===== config.mk =====
export PLATFORM = sky130hd
export DESIGN_NAME = uart_rx
export DESIGN_NICKNAME = d
export VERILOG_FILES = /design/src/rtl/uart_rx.sv
export SDC_FILE = /design/constraint.sdc
export NUM_CORES = 1
export LEC_CHECK = 0
export ABC_AREA = 0
export CAP_MARGIN = 5
export CORE_ASPECT_RATIO = 1.25
export CORE_MARGIN = 2
export CORE_UTILIZATION = 32
export CTS_CLUSTER_DIAMETER = 100
export DETAILED_ROUTE_END_ITERATION = 12
export SYNTH_ARGS = -nofsm -noshare
export SYNTH_HDL_FRONTEND = slang
export SYNTH_SLANG_ARGS = --single-unit

===== constraint.sdc =====
create_clock -name clk -period 2 [get_ports clk]
set_input_delay 0.4 -clock clk [delete_from_list [all_inputs] [get_ports clk]]
set_output_delay 0.4 -clock clk [all_outputs]
set_load 0.03 [all_outputs]

===== src/rtl/uart_rx.sv =====
// uart_rx: 8N1 serial receiver, oversampled by the system clock, CLKS_PER_BIT clocks per bit.
// Latency: data_valid rises 2 + CLKS_PER_BIT/2 + 9*CLKS_PER_BIT + 1 clks after i_bit is first sampled low.
// Backpressure: none; the byte is offered for one cycle and data_out holds it until the next good frame.
module uart_rx #(
  parameter int CLKS_PER_BIT = 16
) (
  input  logic       clk,
  input  logic       rst,
  input  logic       i_bit,
  output logic [7:0] data_out,
  output logic       data_valid,
  output logic       frame_err,
  output logic       busy
);

  localparam int CW = $clog2(CLKS_PER_BIT);
  localparam logic [CW-1:0] HALF_M1 = CW'(CLKS_PER_BIT / 2 - 1);
  localparam logic [CW-1:0] FULL_M1 = CW'(CLKS_PER_BIT - 1);

  typedef enum logic [1:0] {
    IDLE  = 2'b00,
    START = 2'b01,
    DATA  = 2'b10,
    STOP  = 2'b11
  } state_t;

  // Two-flop synchronizer; both stages idle high so reset does not fake a start bit.
  logic          sync1_q, sync1_d;
  logic          rx_s_q, rx_s_d;

  state_t        state_q, state_d;
  logic [CW-1:0] cnt_q, cnt_d;
  logic [2:0]    idx_q, idx_d;
  logic [7:0]    shift_q, shift_d;
  // pend: stop bit was good, deliver the byte on the next edge.
  // brk:  stop bit was bad, wait in STOP until the line returns high.
  logic          pend_q, pend_d;
  logic          brk_q, brk_d;

  logic [7:0]    data_out_q, data_out_d;
  logic          data_valid_q, data_valid_d;
  logic          frame_err_q, frame_err_d;
  logic          busy_q, busy_d;

  // Next-state and output computation for the receive FSM.
  always_comb begin
    sync1_d      = i_bit;
    rx_s_d       = sync1_q;
    state_d      = state_q;
    cnt_d        = cnt_q;
    idx_d        = idx_q;
    shift_d      = shift_q;
    pend_d       = pend_q;
    brk_d        = brk_q;
    data_out_d   = data_out_q;
    data_valid_d = 1'b0;
    frame_err_d  = 1'b0;
    // busy lags the state by one register so it drops the cycle after the valid strobe.
    busy_d       = (state_q != IDLE);

    case (state_q)
      IDLE: begin
        cnt_d  = '0;
        pend_d = 1'b0;
        brk_d  = 1'b0;
        if (!rx_s_q) begin
          state_d = START;
        end
      end

      START: begin
        // Recheck the line half a bit in; a high line here was only a glitch.
        if (cnt_q == HALF_M1) begin
          cnt_d = '0;
          if (!rx_s_q) begin
            idx_d   = 3'd0;
            state_d = DATA;
          end else begin
            state_d = IDLE;
          end
        end else begin
          cnt_d = cnt_q + CW'(1);
        end
      end

      DATA: begin
        // Counter was zeroed at mid start bit, so every wrap lands mid data bit.
        if (cnt_q == FULL_M1) begin
          cnt_d          = '0;
          shift_d[idx_q] = rx_s_q;
          if (idx_q == 3'd7) begin
            state_d = STOP;
          end else begin
            idx_d = idx_q + 3'd1;
          end
        end else begin
          cnt_d = cnt_q + CW'(1);
        end
      end

      STOP: begin
        if (pend_q) begin
          data_out_d   = shift_q;
          data_valid_d = 1'b1;
          pend_d       = 1'b0;
          state_d      = IDLE;
        end else if (brk_q) begin
          // Hold off on a stuck-low line so a break is not decoded as a stream of 0x00 bytes.
          if (rx_s_q) begin
            brk_d   = 1'b0;
            state_d = IDLE;
          end
        end else if (cnt_q == FULL_M1) begin
          cnt_d = '0;
          if (rx_s_q) begin
            pend_d = 1'b1;
          end else begin
            frame_err_d = 1'b1;
            brk_d       = 1'b1;
          end
        end else begin
          cnt_d = cnt_q + CW'(1);
        end
      end

      default: begin
        state_d = IDLE;
      end
    endcase
  end

  // State and output registers; asynchronous reset returns to an idle line.
  always_ff @(posedge clk or posedge rst) begin
    if (rst) begin
      sync1_q      <= 1'b1;
      rx_s_q       <= 1'b1;
      state_q      <= IDLE;
      cnt_q        <= '0;
      idx_q        <= 3'd0;
      shift_q      <= 8'h00;
      pend_q       <= 1'b0;
      brk_q        <= 1'b0;
      data_out_q   <= 8'h00;
      data_valid_q <= 1'b0;
      frame_err_q  <= 1'b0;
      busy_q       <= 1'b0;
    end else begin
      sync1_q      <= sync1_d;
      rx_s_q       <= rx_s_d;
      state_q      <= state_d;
      cnt_q        <= cnt_d;
      idx_q        <= idx_d;
      shift_q      <= shift_d;
      pend_q       <= pend_d;
      brk_q        <= brk_d;
      data_out_q   <= data_out_d;
      data_valid_q <= data_valid_d;
      frame_err_q  <= frame_err_d;
      busy_q       <= busy_d;
    end
  end

  assign data_out   = data_out_q;
  assign data_valid = data_valid_q;
  assign frame_err  = frame_err_q;
  assign busy       = busy_q;

endmodule


; ---- Word-level counts from Yosys, hierarchy flattened
; Index checks and enable logic that the tools add are counted.
[totals]
register_bits = 32
in_bits = 3
elab_cells = 80
[op_classes]
addsub = 2
magnitude_cmp = 2
eq_ne = 16
n_mux = 37
n_reduce_logical = 11
[ops]
columns = operator, count
row1 = two-way mux 2 bit, 8
row2 = two-way mux 4 bit, 4
row3 = "!= test 2 bit, second input constant", 8
row4 = case mux 4 bit (4 select lines), 1
row5 = two-way mux 1 bit, 14
row6 = two-way mux 3 bit, 4
row7 = bitwise mux 8 bit, 1
row8 = case mux 2 bit (4 select lines), 1
row9 = AND reduction 2 bit, 4
row10 = "!= test 3 bit, second input constant", 2
row11 = case mux 3 bit (2 select lines), 1
row12 = AND reduction 6 bit, 1
row13 = nonzero test 2 bit, 3
row14 = AND reduction 5 bit, 1
row15 = "adder 4 x 1 -> 4 bit, second input constant", 1
row16 = "equality test 2 bit, second input constant", 2
row17 = "equality test 4 x 3 -> 1 bit, second input constant", 1
row18 = "equality test 4 bit, second input constant", 1
row19 = "less-than comparator 3 x 4 -> 1 bit, second input constant", 1
row20 = case mux 1 bit (2 select lines), 2
row21 = "adder 3 x 1 -> 3 bit, second input constant", 1
row22 = demux 1 bit (select 3 bit), 1
row23 = "equality test 3 bit, second input constant", 1
row24 = "greater-or-equal comparator 3 x 1 -> 1 bit, second input constant", 1
row25 = other kinds (3), 3

; ---- Longest topological paths before layout
; Gate-level depths: netlist (run 1).
[depth]
word_depth = 5
ltp_mapped = 7
mapped_depth_nobuf = 6

; ---- Worst setup path after synthesis (run 1)
; OpenSTA, ideal clock, no wires.
[synth_path]
path_type = register to register
start = register state_q[0]
end = register idx_q[0]
setup_ps = 125
arrival_time_ps = 1600
slack_ps = 276
stages_incl_launch_ff = 8
path_buffers = 1
period_less_slack_ps = 1724
cell_sequence = dfrtp_1 > inv_1 > ha_1 > buf_4 > nor4b_2 > o21ai_1 > a21o_1 > mux2_2
[synth_via]
elab_chain_cells = 3
[synth_lines]
columns = item, line_no
row1 = "start, declared", 31  ; state_t state_q, state_d;
row2 = "start signal, assigned", 150  ; state_q <= state_d;
row3 = equality test 2 bit / equality test 2 x 1 -> 1 bit (equally long branches), 61  ; case (state_q)
row4 = != test 2 bit (no line) / nonzero test 2 bit (equally long branches), n/a
row5 = AND reduction 5 bit (no line), n/a
row6 = "end signal, assigned", 152  ; idx_q <= idx_d;
row7 = "end, declared", 33  ; logic [2:0] idx_q, idx_d;
; Parallel ways exist; a longest one is shown, timed or not.
; A chain may end at the register's enable or synchronous reset.

; ---- Final worst setup path (run 1)
; Same ends and word-level chain as after synthesis.

==> results by stage, run 1 <==
Place:
- At the end of routability-driven placement, the weighted congestion stood at 0.710.
- The HPWL after detailed placement is 2.03 mm.
- After detailed placement, the design holds a cell count of 203.
- During placement, the flow inserted port buffers numbering 13.

Synth:
- The mean instance size in the synthesized netlist is 11.7 um2.
- Of the post-synthesis cell area, the dominant cell type holds 47.8%.
- dfrtp_1 takes more of the synthesized area than any other cell.
- The most used flip-flop cell after synthesis is dfrtp_1.
- The fraction of registers with async set/reset is 100%.
- Ranked by total cell area, the synthesized netlist is headed by dfrtp_1 (48%), mux2_2 (11%), ha_1 (6.4%).
- Counting every net in the synthesized netlist gives 145.
- Sequential cells were found to cover 51.2% of the synthesized design area.
- The number of synthesis warnings is 0.
- Yosys mapped a number of flops with a built-in enable equal to 0.
- The synthesized netlist cell count is approximately 130.
- Synthesis instantiated 39 different standard cells from the library.
- The cell area that synthesis handed to floorplanning was 1570 um2.
- The flop and latch count out of synthesis is 32.

Timing:
- The worst clock skew on the final layout is 0.00332 ns.
- Setup repair after global routing left no endpoint under its margin.
- In this run the tightest slew margin relative to its limit is 65.0%.
- For the pin with the worst max-slew slack, the measured transition is 0.518 ns.
- The final count of pins violating max slew came to 0.
- Adding up every negative setup slack in the final design gives 0 ns.
- The smallest hold slack is 0.363 ns.
- The post-route minimum period is 1.80 ns.
- The maximum operating frequency is approximately 560 MHz.
- In the finished design, the share of the clock period the worst path needs comes to 89.9%.
- The final count of hold timing violations is 0.
- The final-report setup violation count is 0.

Routing:
- In this run the remaining antenna-violating nets after routing total 0.
- For this block, the routed nets add up to 2.81 mm of wire.
- In the final routed layout, each cell accounts on average for 13.3 um.
- The routed layout has 1,042 vias.
- Dividing the detail-routed via count by the number of cells gives approximately 5.
- After the first detailed-routing iteration, the DRC count stood at 45.
- After detailed routing, the number of remaining DRC violations is 0.
- The count of TritonRoute iterations in the first routing pass is 5.

Finish:
- The final instance count without filler cells is 211.
- After filler insertion, the fill cell instance count of the layout stands at 462.
- Measured on the finished design, the core utilization comes to between 30 and 40%.
- The area of combinational cells with multiple inputs is 711 um2.
- In the final layout, the share of cells above drive strength 1 is 21.9%.
- Across the whole layout, storage elements account for 803 um2.
- 0 antenna diodes ended up in the layout.
- The net count of the finished layout is 161.
- The synthesis-to-layout area growth is 19.0%.

Global routing:
- The number of antenna violations at the first check in global routing is 0.
- The aggregate global routing overflow is 0.
- Entering global routing, the biggest net connects 33 pins.
- The first global-routing pass estimated around 5.1 mm of wire.
- The via count of the first global-routing pass is roughly 1.1k.
- The combined global-route utilization of all metal layers is 12.3%.

Pwr:
- The peak ir drop on the vdd network is 0.363 mV.
- The analysis attributes to net switching a power of 0.000523 W.
- The switching share of power is 29.8%.
- The clock network burns 33.8% of the power.
- The power per unit of standard cell area is roughly 940 nW/um2.
- The sequential power share is 42.3%.
- Cell internal power was estimated by the tool at 0.00123 W.
- The leakage power is 0.905 nW.
- The share of total power dissipated in combinational logic is a little under a quarter.
- The total power of the final layout is 0.00176 W.

Clock network:
- Once the clock tree was built, the resizer swapped 0 gates to a different size.
- In this run the post-CTS setup repair buffer count came out at 0.
- For this design, the sink count on the clock tree is 32.
- The number of hold buffers added after CTS was 0.
- The clock-pin slew on the worst setup and hold paths is 0.06 ns.
- The count of H-tree levels built during CTS is 2.
- The clock passes through at most 2 buffers.
- The CTS buffer count is 5.
- TritonCTS built the clock tree.
- The insertion delay of the later-clocked pin in the worst-skew pair is 0.28 ns.
- CTS placed an instance of clkbuf_8 at the clock tree root.

Critical path:
- The worst setup path is captured at a flip-flop.
- The arrival time of data at the critical path endpoint is 1.96 ns.
- The startpoint type of the worst setup path is a flip-flop.
- At the worst endpoint, the required time is between 2 and 2.5 ns.
- The critical path in this run is classified as reg -> reg.
- Of all nets on the critical path, the largest fanout is 11.

Floorplanning:
- The number of ports placed on the die boundary is 14.
- From bottom edge to top edge, the die measures about 82 um.
- The core region is between 4000 and 5000 um2.
- The die covers roughly 5500 um2.
- The floorplan step set the die width to 66.7 um.
- The initial utilization of the core area, before any placement, comes to 33.2%.
- The number of placement rows is 28.

Job:
- The tool flagged a number of max-cap violations equal to 0.

Min path:
- The worst hold-check path type is reg -> reg.

Run status:
- The flow ran to the end, and the final reports show no timing, DRC or antenna violations.
cell usage in the layout (no fill, tap or decap), types with 2 or more instances in the layout:
master            n
dfrtp_1          30
mux2_2           15
clkdlybuf4s50_1  13
nand2_1          11
nor2_1            8
inv_1             7
ha_1              7
nor3_1            5
o21ai_0           5
clkbuf_8          5
nand3_1           4
o31ai_1           3
and2_1            2
nand3b_1          2
nor3b_2           2
o21ai_1           2
a22o_1            2
mux2i_1           2
buf_4             2
dfstp_2           2
layer usage:
layer	track usage, %	part of all wire, %
met2	21.7	56
met1	14.2	40
met5	0	0
met3	3.25	2.4
met4	4.90	1.1
synthesized netlist by cell type, types with 2 or more instances:
library cell and instances:
dfrtp_1 30, a22o_1 2, o31ai_1 3, nand3_1 4, nor3b_1 2, inv_1 7, and2_1 2, o21ai_1 2
dfstp_2 2, nand2_1 11, mux2i_1 2, o21ai_0 5, nor3_1 5, nand3b_1 2, buf_2 3, ha_1 8
nor2_1 8, mux2_2 15
power by group through the flow:
stage	Combinational [W]	Sequential, W	Clock (W)
after detailed placement	0.000411	0.000752	0
after CTS	0.000417	0.000741	0.000610
after floorplan	0.000296	0.000760	0
final	0.000420	0.000742	0.000594
after global routing	0.000488	0.000747	0.000641
after global placement	0.000394	0.000747	0
final timing paths:
kind / start / to / slack [ns] / depth (start not counted)
max in group asynchronous: rst / rx_s_d / 1.19 / 3
hold reg to reg: rx_s_d / rx_s_q / 0.36 / 0
setup reg to reg: state_q[0] / idx_q[0] / 0.20 / 6
setup / recovery: state_q[0] / idx_q[0] / 0.20 / 6
hold / removal: rx_s_d / rx_s_q / 0.36 / 0
min in group asynchronous: rst / frame_err / 0.50 / 3
metrics by stage:
stage | worst slack [ns] | instance area [um2]
finish | 0.202 | 1870
global route | 0.0209 | 1870
CTS | 0.0508 | 1860
detailed placement | 0.0698 | 1750
global placement | 0.176 | 1750
floorplan | 0.276 | 1570
cell type report:
class                   count  share of cell area [%]
repair buffers             15                    7.77
inverters                   7                    1.41
clock buffers               6                    3.88
multi-input cells          89                    38.0
clock inverters             2                    1.88
flip-flops and latches     32                    43.0
well taps                  60                    4.02
critical path: stages, from the launching register on:
cell and delay, ns:
dfrtp_1 0.43, inv_1 0.13, ha_2 0.29, nor4b_2 0.26, o21ai_1 0.12, a21o_1 0.20
mux2_2 0.26
sequential cells by signal, indices dropped and copies added (netlist names), named ones only:
signal      count
brk_q           1
cnt_q           4
data_valid      1
idx_q           3
state_q         1
rx_s_d          1
frame_err       1
busy            1
rx_s_q          1
shift_q         8
data_out        8
pend_q          1
kinds of logic after synthesis:
family                   synth area share, %
flip-flops                              51.2
multiplexers                            13.0
AO/OA/AOI/OAI                           8.85
AND/OR/NAND/NOR                         16.6
adder cells (fa/ha/maj)                 6.37
buffers and inverters                   4.06
Power figures use the tool's default switching activity.
==> run 2: changes to the inputs <==
--- a/config.mk
+++ b/config.mk
@@ -5,7 +5,7 @@
 export SDC_FILE = /design/constraint.sdc
 export NUM_CORES = 1
 export LEC_CHECK = 0
-export ABC_AREA = 0
+export ABC_AREA = 1
 export CAP_MARGIN = 5
 export CORE_ASPECT_RATIO = 1.25
 export CORE_MARGIN = 2
==> run 2 against run 1 <==
Critical path depth shrank 5; sequential cell count unchanged; combinational power is 31% higher; sequential power rose by 1%; non-clock buffer count did not move; via count rose by 13%; global-route usage up 0.24 points; critical endpoint is now data_out[1].
==> results by stage, run 2 <==
Run status:
- The run finished with clean final reports.

Synth:
- The proportion of synthesized chip area in sequential cells is 51.2% (about the same).
- The number of synthesis warnings is 0 (unchanged).
- The mean instance size in the synthesized netlist came to 8.67 um2 (-26%).
- The most used flip-flop cell after synthesis is dfrtp_1.
- By area the synthesized netlist is led by dfrtp_1 (48%), nand2_1 (15%), ha_1 (6.4%).
- The number of enable flip-flop cells after synthesis is 0 (unchanged).
- The number of distinct library cell variants in the gate-level netlist after synthesis came to 25 (-36%).
- Among all cell types in the netlist, the one instantiated most often is nand2_1.
- The fraction of registers with async set/reset was 100% (unchanged).
- The synthesized netlist cell count is 181 (+35%).
- By count the netlist is led by nand2_1 (64), dfrtp_1 (30), inv_1 (21).
- The flop and latch count out of synthesis came to 32 (unchanged).
- The share of Yosys cell area claimed by the top area cell type was 47.8% (about the same).
- The dominant cell type by area after synthesis is dfrtp_1.
- The number of nets in the synthesized netlist is 192 (+32%).
- The post-synth design cell area was 1570 um2 (about the same).

Timing:
- The post-route minimum period was 1.70 ns (-0.0986 ns).
- The fraction of the cycle the final worst path needs is 85.0% (-4.9 points).
- The final count of hold timing violations is 0 (unchanged).
- The worst clock skew on the final layout is 0.00842 ns (+0.00511 ns).
- The maximum operating frequency is 588 MHz (+5.8%).
- The final-report setup violation count is 0 (unchanged).
- The final count of pins violating max slew is 0 (unchanged).
- The worst-case headroom to the max-slew limit is 73.6% (+8.6 points).
- The total negative setup slack is 0 ns (unchanged).
- The transition time at the pin with the least slew margin is 0.396 ns (-0.122 ns).
- Setup repair after global routing left no endpoint under its margin.

Global routing:
- The number of antenna violations at the first check in global routing is 0 (unchanged).
- The combined global-route utilization of all metal layers is 12.6% (+0.24 points).
- The first-pass GRT wire length is 5.02 mm (-0.53%).
- The largest net degree at the start of global routing is 33 (unchanged).
- The aggregate global routing overflow is 0 (unchanged).
- The via count of the first global-routing pass was 1,170 (+4.7%).

Finish:
- The synthesis-to-layout area growth is 20.2%.
- The library cells used most frequently in the layout, excluding fill and tap cells, are nand2_1 (64), dfrtp_1 (30), inv_1 (21), nand3_1 (13), clkdlybuf4s50_1 (13).
- The number of antenna cells inserted is 0 (unchanged).
- Leaving out fill and tap cells, the most frequent cell in the layout is nand2_1.
- The fraction of final layout cells with drive strength greater than 1 is 11.8% (-10 points).
- The post-route cell area is 1890 um2 (+0.94%).
- The total number of nets in the final design came to 214 (+33%).

Clock network:
- The count of H-tree levels built during CTS is 2 (unchanged).
- The tree is rooted in a clkbuf_8.
- The count of clock tree sinks is 32 (unchanged).
- The number of hold-repair buffers added at the cts stage is 0 (unchanged).
- TritonCTS built the clock tree.
- The deepest clock path buffer count was 2 (unchanged).
- The buffer count from post-CTS setup fixing is 0 (unchanged).
- The clock-pin slew on the worst setup and hold paths is 0.06 ns (about the same).
- The insertion delay of the later-clocked pin in the worst-skew pair came to 0.29 ns (about the same).
- The CTS buffer count came to 5 (unchanged).
- The number of cells upsized or downsized after cts is 0 (unchanged).

Pwr:
- The peak ir drop on the vdd network is 0.377 mV (+3.6%).
- The power per unit of standard cell area is 970 nW/um2 (+3.2%).
- The leakage power is 0.956 nW (+5.6%).

Critical path:
- The data required time at the worst endpoint came to 1.60 ns (-0.57 ns).
- The cell type group with the largest total delay on the critical path is buffers and inverters.
- STA classifies the critical path startpoint as a flip-flop.
- The count of buffer and inverter cells on the critical path came to 1 (unchanged).
- The setup slack of the worst register-to-register path is 0.33 ns (+0.13 ns).
- The delay of the slowest critical-path stage came to 0.67 ns (+0.24 ns).
- On the critical path, the stage with the largest delay is an instance of clkdlybuf4s50_1.
- The critical path goes through clkdlybuf4s50_1.
- The startpoint of the worst-slack reg-to-reg timing path is state_q[0].
- The arrival time of data at the critical path endpoint was 1.30 ns (-0.66 ns).
- The capturing element type of the critical path is an output pin.
- The worst setup path startpoint is data_out[1].
- The type of the setup path with the least slack is reg -> out.
- The maximum fanout count along the critical path is 2 (-9).

Floorplanning:
- The floorplan die area was 5480 um2 (about the same).
- The die width came to 66.6 um (about the same).
- The placeable core region came to 4730 um2 (unchanged).
- The initial core utilization came to 33.2% (about the same).
- The number of ports placed on the die boundary is 14 (unchanged).
- The number of placement rows is 28 (unchanged).
- The die extent in y came to 82.3 um (about the same).

Routing:
- The count of routing violations after the opening detailed-route iteration is 57 (+27%).
- The count of TritonRoute iterations in the first routing pass is 4 (-1).
- The number of remaining DRC errors was 0 (unchanged).
- The aggregate routed wire length was 2.79 mm (-0.78%).
- The final antenna-violating net count is 0 (unchanged).
- The detail-routed net length per standard cell is 10.6 um (-20%).
- The total via count in the routed design is 1,176 (+13%).
- The via count normalized by instance count was 4.47 (-9.5%).

Place:
- The sum of net half-perimeters after detailed placement is 2.05 mm (+0.99%).
- The number of buffers added on ports is 13 (unchanged).
- The total placed instance area is 1790 um2 (+2.1%).
- The weighted congestion at the end of routability-driven global placement is 0.803 (+13%).

Min path:
- In this run the most critical hold path is launched from rx_s_d.
- The worst hold path belongs to the class reg -> reg.

Job:
- The number of max-cap violations is 0 (unchanged).
-- run 2: cell count changes after synthesis, sizes merged, moves of 3 or more --
cell   delta
inv      +17
nor3      -3
nor3b     -3
nor2      +4
nand3    +10
o21ai     +8
nand2    +56
mux2     -16
buf       -5
-- run 2: kinds of logic after synthesis --
kind of cell,after synthesis,synth area share (%)
AOI/OAI and AO/OA,18,6.78
xor gates and xnor gates,1,0.558
adders and majority gates,8,6.38
buffers and inverters,25,5.98
DFF,32,51.2
muxes,1,0.638
and+or+nand+nor,96,28.5
-- run 2: routing by layer --
metal  wire length [um]  vias to the layer above  share of wire (%)  GRT usage, %
met5                  0                        -                  0             0
met4                 75                        0                2.7          7.96
met3                107                        6                3.8          4.07
met2               1390                       17                 50          22.4
met1               1210                      542                 44          12.5
li1                   -                      611                  -             -
-- run 2: path summary, 6_finish.rpt --
check | end | cells after the start
max in group asynchronous | rx_s_d | 3
worst min register to register | rx_s_q | 0
worst min-delay path | rx_s_q | 0
worst max register to register | state_q[0] | 9
worst max-delay path | data_out[1] | 1
min in group asynchronous | data_out[1] | 3
-- run 2: final cells by class --
class,count,area [um2]
fill,488,2840
sequential,32,803
multi-input combinational,124,672
timing repair buffer,15,145
clock buffer,7,96.3
inverter,25,93.8
tap,60,75.1
-- run 2: metrics by stage --
step | util (%) | power, W | instances | hold slack (ns) | setup WS [ns]
global placement | 37.8 | 0.00132 | 256 | 0.346 | 0.366
finish | 39.9 | 0.00183 | 263 | 0.357 | 0.300
floorplan | - | 0.00119 | 181 | 0.345 | 0.563
global route | 39.9 | 0.00196 | 263 | 0.363 | 0.121
CTS | 39.9 | 0.00186 | 263 | 0.358 | 0.283
detailed placement | 37.8 | 0.00132 | 256 | 0.349 | 0.333
-- run 2: where the power goes --
group | total, W | leakage (nW) | internal, W | switching, W
sequential | 0.000751 | 0.434 | 0.000702 | 0.0000491
combinational | 0.000550 | 0.471 | 0.000201 | 0.000349
clock | 0.000528 | 0.0503 | 0.000306 | 0.000223
